**src/rtl/alu_result_stage.sv**
```systemverilog
// alu_result_stage: 2-entry result buffer feeding ZHi/ZLo/Hi/Lo and zero flag.
// Optional commit counter on perf_cnt enabled by `define ALU_RESULT_PERF_EN.
module alu_result_stage #(
  parameter int DATA_W = 32,
  parameter int OP_W   = 4
) (
  input  logic                clock,
  input  logic                clear,
  input  logic                res_valid,
  output logic                res_ready,
  input  logic [OP_W-1:0]     res_op,
  input  logic [2*DATA_W-1:0] res_z,
  input  logic [DATA_W-1:0]   res_hi,
  input  logic [DATA_W-1:0]   res_lo,
  input  logic                commit_en,
  input  logic [1:0]          rd_sel,
  output logic [DATA_W-1:0]   rd_data,
  output logic                zero_flag,
  output logic [1:0]          occ,
  output logic                err_op,
  output logic [15:0]         perf_cnt
);

  typedef struct packed {
    logic [OP_W-1:0]     op;
    logic [2*DATA_W-1:0] z;
    logic [DATA_W-1:0]   hi;
    logic [DATA_W-1:0]   lo;
  } ent_t;

  typedef enum logic [1:0] {
    S_EMPTY = 2'd0,
    S_ONE   = 2'd1,
    S_FULL  = 2'd2
  } st_e;

  st_e  state_q, state_d;
  ent_t ent0_q, ent0_d;
  ent_t ent1_q, ent1_d;
  ent_t new_ent;

  logic [DATA_W-1:0] zhi_q, zhi_d;
  logic [DATA_W-1:0] zlo_q, zlo_d;
  logic [DATA_W-1:0] hi_q, hi_d;
  logic [DATA_W-1:0] lo_q, lo_d;
  logic              zero_q, zero_d;
  logic              err_q, err_d;

  logic push;
  logic pop;
  logic is_z;
  logic is_md;

  // Ready depends on occupancy and clear only, never on commit_en.
  assign res_ready = !clear && (state_q != S_FULL);
  assign push      = res_valid && res_ready;
  assign pop       = commit_en && (state_q != S_EMPTY);
  assign occ       = state_q;

  assign new_ent.op = res_op;
  assign new_ent.z  = res_z;
  assign new_ent.hi = res_hi;
  assign new_ent.lo = res_lo;

  assign is_z  = (ent0_q.op <= OP_W'(4));
  assign is_md = (ent0_q.op == OP_W'(5)) ||
                 (ent0_q.op == OP_W'(6));

  // Buffer next state: head lives in ent0, second entry in ent1.
  always_comb begin
    state_d = state_q;
    ent0_d  = ent0_q;
    ent1_d  = ent1_q;
    unique case (state_q)
      S_EMPTY: begin
        if (push) begin
          ent0_d  = new_ent;
          state_d = S_ONE;
        end
      end
      S_ONE: begin
        if (push && pop) begin
          ent0_d = new_ent;
        end else if (push) begin
          ent1_d  = new_ent;
          state_d = S_FULL;
        end else if (pop) begin
          state_d = S_EMPTY;
        end
      end
      S_FULL: begin
        if (pop) begin
          ent0_d  = ent1_q;
          state_d = S_ONE;
        end
      end
      default: state_d = S_EMPTY;
    endcase
  end

  // Commit of the buffer head into the architectural registers.
  always_comb begin
    zhi_d  = zhi_q;
    zlo_d  = zlo_q;
    hi_d   = hi_q;
    lo_d   = lo_q;
    zero_d = zero_q;
    err_d  = err_q;
    if (pop) begin
      unique case (1'b1)
        is_z: begin
          zlo_d  = ent0_q.z[DATA_W-1:0];
          zhi_d  = ent0_q.z[2*DATA_W-1:DATA_W];
          zero_d = (ent0_q.z == '0);
        end
        is_md: begin
          hi_d   = ent0_q.hi;
          lo_d   = ent0_q.lo;
          zero_d = ({ent0_q.hi, ent0_q.lo} == '0);
        end
        default: err_d = 1'b1;
      endcase
    end
  end

  // State registers; clear discards any push or commit in its cycle.
  always_ff @(posedge clock) begin
    if (clear) begin
      state_q <= S_EMPTY;
      ent0_q  <= '0;
      ent1_q  <= '0;
      zhi_q   <= '0;
      zlo_q   <= '0;
      hi_q    <= '0;
      lo_q    <= '0;
      zero_q  <= 1'b0;
      err_q   <= 1'b0;
    end else begin
      state_q <= state_d;
      ent0_q  <= ent0_d;
      ent1_q  <= ent1_d;
      zhi_q   <= zhi_d;
      zlo_q   <= zlo_d;
      hi_q    <= hi_d;
      lo_q    <= lo_d;
      zero_q  <= zero_d;
      err_q   <= err_d;
    end
  end

  assign zero_flag = zero_q;
  assign err_op    = err_q;

  // Read port mux over the architectural registers.
  always_comb begin
    rd_data = '0;
    unique case (rd_sel)
      2'b00:   rd_data = zlo_q;
      2'b01:   rd_data = zhi_q;
      2'b10:   rd_data = hi_q;
      2'b11:   rd_data = lo_q;
      default: rd_data = '0;
    endcase
  end

`ifdef ALU_RESULT_PERF_EN
  logic [15:0] perf_q, perf_d;

  // Saturating count of commits, undefined opcodes included.
  always_comb begin
    perf_d = perf_q;
    if (pop && (perf_q != 16'hFFFF)) begin
      perf_d = perf_q + 16'd1;
    end
  end

  // Counter register.
  always_ff @(posedge clock) begin
    if (clear) begin
      perf_q <= 16'h0000;
    end else begin
      perf_q <= perf_d;
    end
  end

  assign perf_cnt = perf_q;
`else
  assign perf_cnt = 16'h0000;
`endif

endmodule

```
**config.mk**
```make
export PLATFORM = sky130hd
export DESIGN_NAME = alu_result_stage
export DESIGN_NICKNAME = d
export VERILOG_FILES = /design/src/rtl/alu_result_stage.sv
export SDC_FILE = /design/constraint.sdc
export NUM_CORES = 1
export LEC_CHECK = 0
export CORE_MARGIN = 4
export CORE_UTILIZATION = 50
export CTS_CLUSTER_DIAMETER = 120
export CTS_CLUSTER_SIZE = 28
export DETAILED_ROUTE_END_ITERATION = 8
export GPL_TIMING_DRIVEN = 0
export PLACE_DENSITY = 0.84
export SKIP_CTS_REPAIR_TIMING = 1
export SYNTH_ARGS = -nofsm -noshare
export SYNTH_HDL_FRONTEND = slang
export SYNTH_SLANG_ARGS = --single-unit
```
**constraint.sdc**
```tcl
create_clock -name clock -period 1.6 [get_ports clock]
set_input_delay 0.32 -clock clock [delete_from_list [all_inputs] [get_ports clock]]
set_output_delay 0.32 -clock clock [all_outputs]
set_load 0.02 [all_outputs]
```
==> run metrics, run 1 <==
CTS Sinks=396; ANT nets after route=0; All-Layer GR Usage=28.27%; CP Max Fanout=3; initial antenna violation count=2; f_max=502.2 MHz; clock root buffer=clkbuf_16; DRT Wirelength=62.69 mm; status=complete, but fails checks; min Tclk post-route=1991 ps; data arrival time of the critical path=2430 ps; setup violators final=344; Core ar.=31470 um^2; TritonRoute pass-1 iters=9; total CTS buffers=18; headroom to the max-slew limit=43.35%; vias=17052; largest net degree at the start of global routing=29; Peak VDD IR=0.6630 mV; Filler Cell Count=between 2000 and 2500; Tcrit/Tclk final=124.5%; vias per inst=6.363; Max Clock Skew=36.01 ps; mux contribution to synthesized area=4.600%; kind of critical path=reg2reg; wire per inst=around 23 um; compound-gate portion of the synthesized area=around 16%; launching point of the worst reg2reg path=ent0_q[68]; Yosys reg bits=396; min-delay worst type=in2reg; worst slew pin tran=849.8 ps; Hold Startpoint=commit_en; post-synthesis adder-cell area fraction=0%; RSZ-0062 raised after global routing=true; YS warnings=0; Pleak=7.913 nW; Setup WS post-layout=-391.2 ps; Simple-Gate Fraction of Synth Area=24.13%; # IOs=191; Avg Inst Size Synth=between 7 and 8 um^2; pwr/cell area=859.5 nW/um^2; largest family of logic cells by synthesized area=simple AND/OR/NAND/NOR gates; CP startpoint kind=flip-flop; number of port buffers=173; H-tree depth=1; violated checks=negative setup slack; die area=approximately 35000 um^2; CTS tree=done; most frequent cells in the layout=nand2_1 (702), dfxtp_1 (319), a21oi_1 (189); Mapped Area=roughly 16000 um^2; Yosys cell types=29; final hold vios=0; CP endpoint kind=flip-flop; Final #Nets=2414; Synth Instances=between 1500 and 2000; Die Y=186.3 um; vias in the first global route=14072; Critical path origin=ent0_q[68]; first-pass GRT wire length=76.90 mm; max-slew violations=0; Iteration-0 DRC Markers=2171; Pwr Total=between 15 and 20 mW; total grt overflow=0; Initial Util=between 50% and 60%; share of cells above drive strength 1=30.48%; clk_lat worst skew=550 ps; final core occ=between 70% and 80%; CP required=2040 ps; GP Congestion=1.025; die width=between 150 and 200 um; Clock transition at path regs=roughly 100 ps; row count=65; XOR/XNOR Fraction of Synth Area=0.05513%; sequential-to-total area share from yosys stat=49.90%; synthesis-to-layout area growth=41.52%; max_cap viols=0; detailed-placement wirelength estimate=39.44 mm; most common cell after layout, fill and taps aside=nand2_1; drc violations=0; clock tree buffer depth=3
==> worst max-delay path, cell delays in order, from the launching register on <==
cell,delay (ps)
dfxtp_1,400
nor4_1,430
nand4_1,240
nor4_4,470
mux2i_1,170
a211oi_2,200
==> registers in the layout, indices dropped and copies added, names as in the netlist <==
register,cells
occ,2
lo_q,32
zhi_q,32
zero_flag,1
ent1_q,132
err_op,1
hi_q,32
ent0_q,132
zlo_q,32
==> worst paths after layout <==
kind	to	slack, ps	cells after the start
worst max register to register	zero_flag	-390	5
worst min-delay path	occ[1]	230	2
worst max-delay path	zero_flag	-390	5
worst min register to register	ent1_q[44]	460	2
==> metal layers <==
layer  vias to the layer above  global-route usage [%]  share of wire (%)
li1                       7289                       -                  -
met1                      8084                   37.20                 34
met2                      1316                   46.11                 46
met3                       361                   4.629                 12
met4                         2                   12.59                7.6
met5                         -                       0              0.021
==> logic make-up (layout without fill, tap and decap cells) <==
kind of cell,after synthesis,in the layout
AO/OA/AOI/OAI,401,401
XOR/XNOR,1,1
buffers and inverters,181,449
flip-flops,396,396
multiplexers,33,33
other,1,17
AND/OR/NAND/NOR,981,981
==> per-stage QoR <==
step	area (um^2)	hold WS [ps]	worst slack [ps]	TNS [ps]	std cells
2_1_floorplan	15960	389.4	-9.410	-188.2	2009
5_1_grt	22480	255.5	-412.9	-49020	2679
3_3_place_gp	18190	439.8	-1898	-459130	2584
3_5_place_dp	18190	446.7	-1921	-468930	2584
4_1_cts	18700	351.1	-1938	-260990	2605
6_report	22480	230.1	-391.2	-37180	2680
==> layout make-up <==
| cell class | count | area [um^2] | area share, % |
|---|---|---|---|
| plain buffers | 178 | 1519 | 6.756 |
| well taps | 402 | 503.0 | 2.237 |
| repair buffers | 250 | 3000 | 13.35 |
| diodes | 1 | 2.502 | 0.01113 |
| clock buffers | 19 | 475.5 | 2.115 |
| multi-input cells | 1432 | 8907 | 39.62 |
| flip-flops and latches | 396 | 8046 | 35.79 |
| clock inverters | 2 | 28.78 | 0.1280 |
==> power by group <==
| group | switching [mW] | internal [mW] | total [mW] | leakage [nW] |
|---|---|---|---|---|
| registers | 0.505 | 10.2 | 10.7 | 3.26 |
| clock network | 3.30 | 2.19 | 5.49 | 0.248 |
| logic | 1.64 | 1.48 | 3.12 | 4.41 |
| total | 5.44 | 13.9 | 19.3 | 7.91 |
==> synthesized netlist by cell type, drive strengths merged <==
master    n  area (um^2)
a211oi    1        7.510
a21oi   263         1316
a311oi  132         1156
a31oi     1        6.260
buf      93        535.5
clkbuf   88        330.3
conb      1        3.750
dfxtp   396         7928
mux2i     1        10.01
mux4     32        720.7
nand2   785         2947
nand2b    3        18.77
nand3b    2        15.01
nand4     8        50.05
nor2    140        528.0
nor2b     3        18.77
nor3      3        25.02
nor4     34        212.7
o21a      1        7.510
o21ai     2        13.76
o22a      1        8.760
or2       1        6.260
or3       2        12.51
xor2      1        8.760
Power figures use the tool's default switching activity.
==> run 2, diff against run 1 <==
--- a/config.mk
+++ b/config.mk
@@ -11,6 +11,7 @@
 export CTS_CLUSTER_SIZE = 28
 export DETAILED_ROUTE_END_ITERATION = 8
 export GPL_TIMING_DRIVEN = 0
+export MAX_ROUTING_LAYER = met4
 export PLACE_DENSITY = 0.84
 export SKIP_CTS_REPAIR_TIMING = 1
 export SYNTH_ARGS = -nofsm -noshare
==> run 2 against run 1 <==
  * Sequential share of layout area decreased by 0.31 points
  * Global-route usage increased by 1.2 points
  * The run still ends with negative setup slack left
  * Via count decreased by 0.82%
  * Largest cell class unchanged
  * Largest power group unchanged
  * Setup slack got worse by 110 ps
  * Cell count increased by 0.22%
  * Highest routed layer is now met4
==> run metrics, run 2 (synthesis results as in run 1) <==
CTS tree=done; TritonRoute pass-1 iters=6; initial antenna violation count=1; CP startpoint kind=flip-flop; total grt overflow=0; WHS=201.9 ps; largest net degree at the start of global routing=29; launching point of the worst reg2reg path=ent0_q[29]; drc violations=0; Final Non-Filler Cells=roughly 2700; CP endpoint kind=flip-flop; biggest registers after layout=ent0_q (132), ent1_q (132); Clock transition at path regs=110 ps; number of port buffers=approximately 170; share of cells above drive strength 1=30.25%; All-Layer GR Usage=between 20% and 30%; DRT Wirelength=62.64 mm; pwr/cell area=849.0 nW/um^2; total CTS buffers=18; clock root buffer=clkbuf_16; headroom to the max-slew limit=49.97%; Pleak=8.015 nW; clock tree buffer depth=3; Cells after DPL=2584; final hold vios=0; CP Cell Sequence=nor4_1 -> nand4_1 -> nor4_2 -> mux2i_1 -> a211oi_2; most common cell after layout, fill and taps aside=nand2_1; max-slew violations=0; proportion of power drawn by the clock network=between 20 and 30%; P_sw=between 5 and 6 mW; delay-heaviest family, CP=simple AND/OR/NAND/NOR gates; Critical path origin=ent0_q[29]; sequential share of power=55.8%; Hold Startpoint=commit_en; Die Y=186.3 um; kind of critical path=reg2reg; worst slew pin tran=between 700 and 800 ps; met3 usage=4.123%; met2 Resource Use GR=46.37%; sw frac=27.92%; ANT nets after route=0; Peak VDD IR=roughly 0.7 mV; detailed-placement wirelength estimate=roughly 40 mm; Pint=13.86 mW; Iteration-0 DRC Markers=about 2200; violated checks=negative setup slack; synthesis-to-layout area growth=42.57%; CP peak stage delay=500 ps; row count=65; met1 Usage GRT=38.31%; wire per inst=23.32 um; CP Max Fanout=3; RSZ-0062 raised after global routing=true; setup violators final=about 400; most frequent cells in the layout=nand2_1 (675), dfxtp_1 (330), a21oi_1 (170); vias=around 17000; clk_lat worst skew=550 ps; Core ar.=31470 um^2; # IOs=191; Final #Nets=2419; CP required=2060 ps; vias in the first global route=around 14000; GP Congestion=~1; data arrival time of the critical path=2570 ps; Tcrit/Tclk final=131.3%; H-tree depth=1; min-delay worst type=in2reg; CP max stage cell=nor4_1; f_max=476.1 MHz; Worst Path Buf+Inv=0; combinational power share=16.0%; min Tclk post-route=roughly 2100 ps; status=complete, but fails checks; max_cap viols=0; most used routing layer=met2; CTS Sinks=about 400; Initial Util=50.48%; vias per inst=6.296; Setup WS post-layout=-500.6 ps; die width=186.3 um; Max Clock Skew=about 39 ps; first-pass GRT wire length=77.54 mm; die area=34690 um^2
-- run 2: cell types whose count changed in the layout (fill, tap and decap cells not counted), moves of 12 or more --
cell,delta
a311oi_1,+30
dfxtp_2,-12
a311oi_2,-30
nand2_1,-27
a21oi_2,+19
nand2_2,+20
nor2_2,-14
a21oi_1,-19
buf_8,+12
buf_4,-16
-- run 2: routing by layer --
metal	vias up	share of wire (%)
li1	7287	-
met1	8039	35
met2	1256	45
met5	-	0
met4	0	7.4
met3	330	12
-- run 2: power groups by stage --
stage / clock network, mW / registers, mW / logic, mW
5_1_grt: 5.73 / 10.7 / 3.23
6_report: 5.42 / 10.7 / 3.08
2_1_floorplan: 0 / 10.6 / 1.22
3_3_place_gp: 0 / 10.8 / 2.01
3_5_place_dp: 0 / 10.8 / 2.06
4_1_cts: 5.36 / 10.6 / 2.07
-- run 2: path summary, 6_finish.rpt --
path | to | slack, ps | depth (start not counted)
max | zero_flag | -500 | 5
min | occ[1] | 200 | 2
max reg2reg | zero_flag | -500 | 5
min reg2reg | ent1_q[119] | 460 | 2
-- run 2: cell type report --
type / count / area (um^2)
Antenna cell: 3 / 7.507
Buffer: 178 / 1575
Clock buffer: 19 / 475.5
Clock inverter: 1 / 30.03
Fill cell: 2012 / 8825
Multi-Input combinational cell: 1433 / 8935
Sequential cell: 396 / 8035
Tap cell: 402 / 503.0
Timing Repair Buffer: 254 / 3088
-- run 2: through the flow --
step | instance area, um^2 | util (%) | total power, mW | setup slack, ps | setup TNS, ps
finish | 22650 | 71.96 | 19.23 | -500.6 | -48740
global route | 22640 | 71.95 | 19.69 | -450.3 | -66440
CTS | 18700 | 59.41 | 18.02 | -1875 | -255010
detailed placement | 18190 | 57.81 | 12.88 | -1857 | -458090
global placement | 18190 | 57.81 | 12.82 | -1907 | -461150
floorplan | 15960 | - | 11.85 | -9.410 | -188.2
==> run 3, diff against run 2 <==
--- a/config.mk
+++ b/config.mk
@@ -11,7 +11,6 @@
 export CTS_CLUSTER_SIZE = 28
 export DETAILED_ROUTE_END_ITERATION = 8
 export GPL_TIMING_DRIVEN = 0
-export MAX_ROUTING_LAYER = met4
 export PLACE_DENSITY = 0.84
 export SKIP_CTS_REPAIR_TIMING = 1
 export SYNTH_ARGS = -nofsm -noshare
==> results of run 3 <==
Final layout, timing and power as in run 1 (identical DEF).
